==> config.mk <==
export PLATFORM = sky130hd
export DESIGN_NAME = prog_loader_flat
export DESIGN_NICKNAME = d
export VERILOG_FILES = /design/src/rtl/prog_loader_if.sv /design/src/rtl/prog_loader.sv /design/src/flat_wrapper.sv
export SDC_FILE = /design/constraint.sdc
export NUM_CORES = 1
export LEC_CHECK = 0
export CORE_MARGIN = 3
export CORE_UTILIZATION = 55
export CTS_BUF_LIST = sky130_fd_sc_hd__clkbuf_4
export DETAILED_ROUTE_END_ITERATION = 10
export HOLD_SLACK_MARGIN = 0.12
export PLACE_DENSITY = 0.79
export SYNTH_ARGS = -nofsm -noshare
export SYNTH_HDL_FRONTEND = slang
export SYNTH_SLANG_ARGS = --single-unit
==> constraint.sdc <==
create_clock -name clk -period 5.2 [get_ports clk]
set_clock_uncertainty 0.1 [all_clocks]
set_input_delay 0.78 -clock clk [delete_from_list [all_inputs] [get_ports clk]]
set_output_delay 0.78 -clock clk [all_outputs]
set_load 0.01 [all_outputs]
==> src/rtl/prog_loader_if.sv <==
// prog_loader_if: bundles the loader's byte-stream handshake, program memory
// write port and CPU control/status lines.
//   rx_data/rx_valid/rx_ready  byte stream in (valid/ready handshake)
//   prog_addr/prog_data/prog_we  program memory write port
//   cpu_reset/busy/done/error  CPU reset and loader status
// Modports: slave = loader side, master = byte source / memory / observer side.
interface prog_loader_if #(
    parameter int unsigned PC_N = 8
);
    logic [7:0]      rx_data;
    logic            rx_valid;
    logic            rx_ready;
    logic [PC_N-1:0] prog_addr;
    logic [15:0]     prog_data;
    logic            prog_we;
    logic            cpu_reset;
    logic            busy;
    logic            done;
    logic            error;

    modport slave (
        input  rx_data, rx_valid,
        output rx_ready, prog_addr, prog_data, prog_we, cpu_reset, busy, done, error
    );

    modport master (
        output rx_data, rx_valid,
        input  rx_ready, prog_addr, prog_data, prog_we, cpu_reset, busy, done, error
    );
endinterface

==> src/rtl/prog_loader.sv <==
// prog_loader: boot loader in front of the CPU instruction ROM port.
// Accepts frames HDR, CNT, (CNT+1) x {hi, lo}, CSUM; writes the words to
// program memory from address 0 and releases cpu_reset only when the 8-bit
// sum of CNT, payload and CSUM is zero.
//   clk  system clock, rising edge
//   rst  asynchronous active-high reset
//   bus  prog_loader_if.slave: rx handshake, program write port, status
module prog_loader #(
    parameter int unsigned PC_N    = 8,
    parameter int unsigned TIMEOUT = 65535,
    parameter logic [7:0]  HDR     = 8'hA5
) (
    input logic         clk,
    input logic         rst,
    prog_loader_if.slave bus
);

    typedef enum logic [2:0] {
        StIdle,
        StCount,
        StHi,
        StLo,
        StCsum,
        StDone,
        StErr
    } state_t;

    // Largest CNT that still fits the address space (9 bits so PC_N = 8 works).
    localparam logic [8:0]  MAX_CNT  = 9'((1 << PC_N) - 1);
    // Going to ERR on the edge where the counter would reach TIMEOUT.
    localparam logic [15:0] TMO_LAST = 16'(TIMEOUT - 1);

    state_t          state_q, state_d;
    logic [7:0]      cnt_q, cnt_d;
    logic [7:0]      hi_q, hi_d;
    logic [7:0]      idx_q, idx_d;
    logic [7:0]      acc_q, acc_d;
    logic [15:0]     tmo_q, tmo_d;
    logic [PC_N-1:0] addr_q, addr_d;
    logic [15:0]     data_q, data_d;
    logic            we_q, we_d;
    logic            cpu_reset_q, cpu_reset_d;
    logic            busy_q, busy_d;
    logic            done_q, done_d;
    logic            error_q, error_d;

    logic       accept;
    logic       active;
    logic       timed_out;
    logic [7:0] acc_sum;

    // No byte is taken while the write strobe is out.
    assign accept    = bus.rx_valid & ~we_q;
    assign active    = state_q inside {StCount, StHi, StLo, StCsum};
    assign timed_out = active && (tmo_q == TMO_LAST);
    assign acc_sum   = acc_q + bus.rx_data;

    always_comb begin
        state_d     = state_q;
        cnt_d       = cnt_q;
        hi_d        = hi_q;
        idx_d       = idx_q;
        acc_d       = acc_q;
        addr_d      = addr_q;
        data_d      = data_q;
        we_d        = 1'b0;
        cpu_reset_d = cpu_reset_q;
        busy_d      = busy_q;
        done_d      = done_q;
        error_d     = error_q;
        tmo_d       = active ? 16'(tmo_q + 16'd1) : 16'd0;
        if (accept) begin
            tmo_d = 16'd0;
        end

        if (timed_out) begin
            // Timeout wins over a byte arriving this cycle; that byte is dropped.
            state_d = StErr;
            error_d = 1'b1;
            busy_d  = 1'b0;
        end else if (accept) begin
            unique case (state_q)
                StIdle, StDone, StErr: begin
                    if (bus.rx_data == HDR) begin
                        state_d     = StCount;
                        acc_d       = 8'd0;
                        idx_d       = 8'd0;
                        tmo_d       = 16'd0;
                        busy_d      = 1'b1;
                        cpu_reset_d = 1'b1;
                        done_d      = 1'b0;
                        error_d     = 1'b0;
                    end
                end
                StCount: begin
                    cnt_d = bus.rx_data;
                    acc_d = acc_sum;
                    if ({1'b0, bus.rx_data} > MAX_CNT) begin
                        state_d = StErr;
                        error_d = 1'b1;
                        busy_d  = 1'b0;
                    end else begin
                        state_d = StHi;
                    end
                end
                StHi: begin
                    hi_d    = bus.rx_data;
                    acc_d   = acc_sum;
                    state_d = StLo;
                end
                StLo: begin
                    acc_d   = acc_sum;
                    we_d    = 1'b1;
                    data_d  = {hi_q, bus.rx_data};
                    addr_d  = idx_q[PC_N-1:0];
                    idx_d   = idx_q + 8'd1;
                    state_d = (idx_q == cnt_q) ? StCsum : StHi;
                end
                StCsum: begin
                    busy_d = 1'b0;
                    if (acc_sum == 8'd0) begin
                        state_d     = StDone;
                        done_d      = 1'b1;
                        cpu_reset_d = 1'b0;
                    end else begin
                        state_d = StErr;
                        error_d = 1'b1;
                    end
                end
                default: state_d = StIdle;
            endcase
        end
    end

    always_ff @(posedge clk or posedge rst) begin
        if (rst) begin
            state_q     <= StIdle;
            cnt_q       <= 8'd0;
            hi_q        <= 8'd0;
            idx_q       <= 8'd0;
            acc_q       <= 8'd0;
            tmo_q       <= 16'd0;
            addr_q      <= '0;
            data_q      <= 16'd0;
            we_q        <= 1'b0;
            cpu_reset_q <= 1'b1;
            busy_q      <= 1'b0;
            done_q      <= 1'b0;
            error_q     <= 1'b0;
        end else begin
            state_q     <= state_d;
            cnt_q       <= cnt_d;
            hi_q        <= hi_d;
            idx_q       <= idx_d;
            acc_q       <= acc_d;
            tmo_q       <= tmo_d;
            addr_q      <= addr_d;
            data_q      <= data_d;
            we_q        <= we_d;
            cpu_reset_q <= cpu_reset_d;
            busy_q      <= busy_d;
            done_q      <= done_d;
            error_q     <= error_d;
        end
    end

    assign bus.rx_ready  = ~we_q;
    assign bus.prog_addr = addr_q;
    assign bus.prog_data = data_q;
    assign bus.prog_we   = we_q;
    assign bus.cpu_reset = cpu_reset_q;
    assign bus.busy      = busy_q;
    assign bus.done      = done_q;
    assign bus.error     = error_q;

endmodule

==> src/flat_wrapper.sv <==
// flat-port wrapper written by rule: the top's interface ports become plain ports
module prog_loader_flat 
#(
    parameter int unsigned PC_N    = 8,
    parameter int unsigned TIMEOUT = 65535,
    parameter logic [7:0]  HDR     = 8'hA5
)
  (clk, rst, bus_rx_data, bus_rx_valid, bus_rx_ready, bus_prog_addr, bus_prog_data, bus_prog_we, bus_cpu_reset, bus_busy, bus_done, bus_error);
  prog_loader_if #(.PC_N(PC_N)) bus_i ();
  input logic clk;
  input logic rst;
  input wire logic [$bits(bus_i.rx_data)-1:0] bus_rx_data;
  input wire logic [$bits(bus_i.rx_valid)-1:0] bus_rx_valid;
  output wire logic [$bits(bus_i.rx_ready)-1:0] bus_rx_ready;
  output wire logic [$bits(bus_i.prog_addr)-1:0] bus_prog_addr;
  output wire logic [$bits(bus_i.prog_data)-1:0] bus_prog_data;
  output wire logic [$bits(bus_i.prog_we)-1:0] bus_prog_we;
  output wire logic [$bits(bus_i.cpu_reset)-1:0] bus_cpu_reset;
  output wire logic [$bits(bus_i.busy)-1:0] bus_busy;
  output wire logic [$bits(bus_i.done)-1:0] bus_done;
  output wire logic [$bits(bus_i.error)-1:0] bus_error;
  assign bus_i.rx_data = bus_rx_data;
  assign bus_i.rx_valid = bus_rx_valid;
  assign bus_rx_ready = bus_i.rx_ready;
  assign bus_prog_addr = bus_i.prog_addr;
  assign bus_prog_data = bus_i.prog_data;
  assign bus_prog_we = bus_i.prog_we;
  assign bus_cpu_reset = bus_i.cpu_reset;
  assign bus_busy = bus_i.busy;
  assign bus_done = bus_i.done;
  assign bus_error = bus_i.error;
  prog_loader #(.PC_N(PC_N), .TIMEOUT(TIMEOUT), .HDR(HDR)) u_core (.clk(clk), .rst(rst), .bus(bus_i));
endmodule
### Word-level counts from Yosys, hierarchy flattened

Cells that the tools add are included.

| storage, ports and cells | value |
|---|---|
| output and inout bits | 30 |
| input bits | 11 |
| word-level logic and storage cells | 83 |
| bits in registers | 80 |

| operators by class | value |
|---|---|
| bitwise logic cells | 3 |
| mux-type cells | 31 |
| add/sub/neg operators | 3 |
| reduce and logical (&&, ||, !) cells | 20 |
| equal/unequal tests | 13 |

Operator list:

| cell | number |
|---|---|
| $mux 16 | 6 |
| $pmux 8 s2 | 2 |
| $add 16x1->16 const B | 1 |
| $eq 16x16->1 const B | 1 |
| $pmux 3 s5 | 1 |
| $mux 1 | 12 |
| $mux 3 | 4 |
| $reduce_and 3->1 | 4 |
| $reduce_and 4->1 | 3 |
| $eq 3x3->1 const B | 3 |
| $add 8x1->8 const B | 1 |
| $add 8x8->8 | 1 |
| $eq 8x8->1 | 1 |
| $eq 8x8->1 const B | 1 |
| $logic_not 8->1 | 1 |
| $mux 8 | 1 |
| $pmux 1 s2 | 4 |
| $reduce_bool 2->1 | 4 |
| $eq 3x2->1 const B | 2 |
| $reduce_or 3->1 | 2 |
| $reduce_and 5->1 | 1 |
| $reduce_bool 4->1 | 1 |
| $eq 3x1->1 const B | 1 |
| $logic_not 3->1 | 1 |
| other kinds (10) | 11 |

### Depth between registers and ports, before layout

| logic depth | value |
|---|---|
| word-level depth | 8 |
| gate-level depth with buffers | 9 |
| depth with buffers taken out | 8 |

### Worst setup path after synthesis

OpenSTA, ideal clock, no wires.

| path | value |
|---|---|
| kind | input port to flip-flop |
| start point | in bus_rx_data[0] |
| end point | reg u_core.state_q[1] |
| stages | 8 |
| path slack | 2,296 ps |
| required time | 4,972 ps |
| data arrival time | 2,676 ps |
| library setup time | 128 ps |
| buffers on the path | 0 |
| cells stage by stage | ha_1 -> fa_1 -> a211o_1 -> and4b_1 -> a311oi_2 -> o2111ai_2 -> a311oi_1 -> o21ai_1 |

| between the ends | value |
|---|---|
| word-level cells in the longest chain between the ends | 6 |
| elaborated cells between the ends (all ways) | 9 |
| classes of those cells | 1 x add/sub; 2 x eq/ne; 4 x mux; 2 x reduce/logical |

RTL lines:

| what | line | source |
|---|---|---|
| start: declaration | flat_wrapper.sv:12 | `input wire logic [$bits(bus_i.rx_data)-1:0] bus_rx_data;` |
| $add 8x8->8 | prog_loader.sv:56 | `assign acc_sum = acc_q + bus.rx_data;` |
| $logic_not 8->1 | prog_loader.sv:121 | `if (acc_sum == 8'd0) begin` |
| $mux 2 | prog_loader.sv:121 |  |
| $pmux 3 s5 | prog_loader.sv:82 | `unique case (state_q)` |
| $mux 3 | prog_loader.sv:81 | `end else if (accept) begin` |
| $mux 3 | prog_loader.sv:76 | `if (timed_out) begin` |
| end signal: assignment | prog_loader.sv:137 | `state_q <= StIdle;` |
| end signal: assignment | prog_loader.sv:151 | `state_q <= state_d;` |
| end: declaration | prog_loader.sv:33 | `state_t state_q, state_d;` |

Parallel ways exist; a longest one is shown, timed or not. The select of a mux whose other input is x is not followed.
A chain may end at the register's enable or synchronous reset.

### Worst setup path after layout

Same ends and word-level chain as after synthesis.

==> impl_results.md <==
- Antenna viol nets, final: 0
- Vias per cell: 5.72
- Crit path depth: 9
- Sw power: 0.870 mW
- Clock transition at the registers of the reported paths: around 120 ps
- Clock buffer depth: 2
- Final setup viols: 0
- Max-Cap Viols: 0
- Syn Area/Cell: 11.7 um^2
- Most frequent cells in the layout: dfrtp_1 (79), mux2_2 (40), clkdlybuf4s50_1 (40)
- Drt drc: 0
- Layout cells sized above 1: 20.6%
- Commonest non-fill, non-tap cell in the layout: dfrtp_1
- Post-Synth XOR/XNOR Area: under 10%
- Post-DR wirelength/cell: 16.2 um
- PortBufs: 40
- RSZ-0062 raised after global routing: no
- DIE HEIGHT: 91.4 um
- Critical Path End Type: flip-flop
- Ports: around 40
- Final WL: roughly 7900 um
- Count of final hold-check violations: 0
- CTS buffer count: 9
- Slew @ Worst Pin: 875 ps
- TritonCTS clock tree: built
- Top delay family on crit path: compound AO/OA/AOI/OAI gates
- FP Rows: 30
- #FFs+latches synth: 80
- Clock share of power: 15.2%
- Detailed Place HPWL: 5770 um
- GRT Overall Usage: roughly 20%
- Die area: 0.00835 mm^2
- Nets: 412
- Pins Over Slew Limit: 0
- Vias in the first global route: 2744
- Largest net degree at the start of global routing: 46
- Setup Fix Bufs, Post-CTS: 0
- Peak VDD IR: 334 uV
- CP cell instances: clkdlybuf4s50_1 > ha_1 > fa_1 > a211o_1 > and4b_1 > a311oi_2 > o2111ai_2 > a311oi_1 > o21ai_1
- Total gr overflow: 0
- Core area: approximately 0.0069 mm^2
- Post-synthesis compound-gate area fraction: between 10 and 15%
- Max incr delay on CP: between 400 and 500 ps
- CP Class: in2reg
- Sw frac: between 30% and 40%
- Async SR Flop Fraction: 100%
- Power Dens Cells: about 520 mW/mm^2
- Initial DRC count: 134
- Slew HR: 41.0%
- Setup_tns: 0 ps
- Simple-gate area share of the yosys netlist: between 15 and 20%
- Area Overhead vs Synth: 15.1%
- First-pass GRT wire length: ~13000 um
- Ys Warns: 0
- Initial core utilization: 57.8%
- Pre-antenna DRT Iters: 4
- Synth Area in Adders: under 10%
- Distinct cells, synth: 60
- Die Wd: 91.4 um
- Worst Path Max Fanout: 5
- Gpl congestion: between 0.8 and 0.9
- Combinational power share: 43.1%
- Final Non-Filler Cells: about 500
- Hold_buf cts: 0
- Critical Path RT: 5420 ps
- Number of synthesized flops with an enable pin: 0
- Register area share after synthesis: 49.9%
- Hold path cells: 1
- H-Tree Depth: 3
- DR vias: between 2000 and 3000
- Initial antenna violation count: 0
- Worst-Skew Late Latency: 430 ps
- Post-CTS sizing: 0
- Synth Net Count: 367
- Cells after Synth: 344
- CTS Root Cell: clkbuf_4
- Worst Reg-to-Reg Cells: 8
- Multiplexer area fraction after synthesis: ~11%
- Period utilization: between 60% and 70%
- Main combinational cell family by area after synthesis: simple AND/OR/NAND/NOR gates
- Dpl cell area: 0.00448 mm^2
- Startpoint Class: primary input
- WP data arrival: 3410 ps
- Status: completed
- N_diodes: 0
- CP bufs+invs: 1
- Pleak: 2.05 nW
- Sequential share of power: 41.7%
- Final min period: 3190 ps
- Dpl cells: 474
- # clock sinks: 80
- Int Pwr: 1.52 mW
- Post-synthesis cell area: ~0.004 mm^2
- FMAX: about 310 MHz
- Main synth FF type: dfrtp_1
- Worst hold path type: reg2reg
- Crit-path slowest cell: clkdlybuf4s50_1
- Final core occ: 66.5%
- Final Instance Area: 0.00462 mm^2
[sequential cells by signal (all words and copies together), names as in the netlist, 3 cells and up]
| name | count |
|---|---|
| u_core.tmo_q | 16 |
| u_core.state_q | 3 |
| u_core.bus.prog_data | 16 |
| u_core.cnt_q | 8 |
| u_core.acc_q | 8 |
| u_core.bus.prog_addr | 8 |
| u_core.idx_q | 8 |
| u_core.hi_q | 8 |
[cells by family after synthesis]
kind of cell    after synthesis
fa+ha+maj                    12
simple gates                118
mux                          40
buf+inv                      16
flops                        80
xor+xnor                     26
compound gates               52
[synth_stat cells, types with 5 or more instances]
master,count,area share [%]
o21ai_0,16,2.0
ha_1,10,3.1
o31ai_1,6,1.1
mux2_2,40,11
and3_1,8,1.2
nor2_1,31,2.9
dfrtp_1,79,49
nand2b_1,5,0.78
xnor2_1,13,2.8
xor2_1,13,2.8
nand3_1,16,2.0
inv_1,8,0.75
nand2_1,29,2.7
o21ai_1,6,0.75
[stage by stage]
step / setup slack [ps] / hold WS, ps / total power [mW]
finish: 2010 / 393 / 2.39
global route: 1920 / 420 / 2.56
CTS: 2040 / 396 / 2.41
detailed placement: 1580 / 376 / 2.04
global placement: 1640 / 363 / 2.00
floorplan: 2270 / 346 / 1.70
[final timing paths]
| check | start | end | slack, ps |
|---|---|---|---|
| hold / removal | u_core.tmo_q[0]$_DFF_PP0_ | u_core.tmo_q[0]$_DFF_PP0_ | 390 |
| min in group asynchronous | rst | u_core.bus.prog_data[12]$_DFFE_PP0P_ | 690 |
| setup reg to reg | u_core.acc_q[0]$_DFFE_PP0P_ | u_core.state_q[1]$_DFFE_PP0P_ | 2470 |
| hold reg to reg | u_core.tmo_q[0]$_DFF_PP0_ | u_core.tmo_q[0]$_DFF_PP0_ | 390 |
| setup / recovery | bus_rx_data[0] | u_core.state_q[1]$_DFFE_PP0P_ | 2010 |
| max in group asynchronous | rst | u_core.idx_q[3]$_DFFE_PP0P_ | 3290 |
[per-layer routing]
layer	share of wire (%)	up-vias	GRT usage, %
met4	1.5	0	4.90
met5	0	-	0
met3	5.2	14	7.21
met2	48	80	32.0
li1	-	1327	-
met1	45	1380	26.7
[final cells by class]
class                   instances  area, um^2
fillers                       526        2330
flip-flops and latches         80        2000
multi-input cells             248        1910
repair buffers                 42         415
well taps                      96         120
clock buffers                  10        75.1
clock inverters                 6        60.1
inverters                       8        30.0
[power by group through the flow]
stage               combinational [mW]  sequential [mW]  clock (mW)
CTS                               1.03            0.999       0.372
global route                      1.13             1.03       0.404
global placement                 0.996             1.00           0
finish                            1.03            0.997       0.363
floorplan                        0.703            0.996           0
detailed placement                1.03             1.01           0
Note: power is estimated with default switching activity, not from simulation.
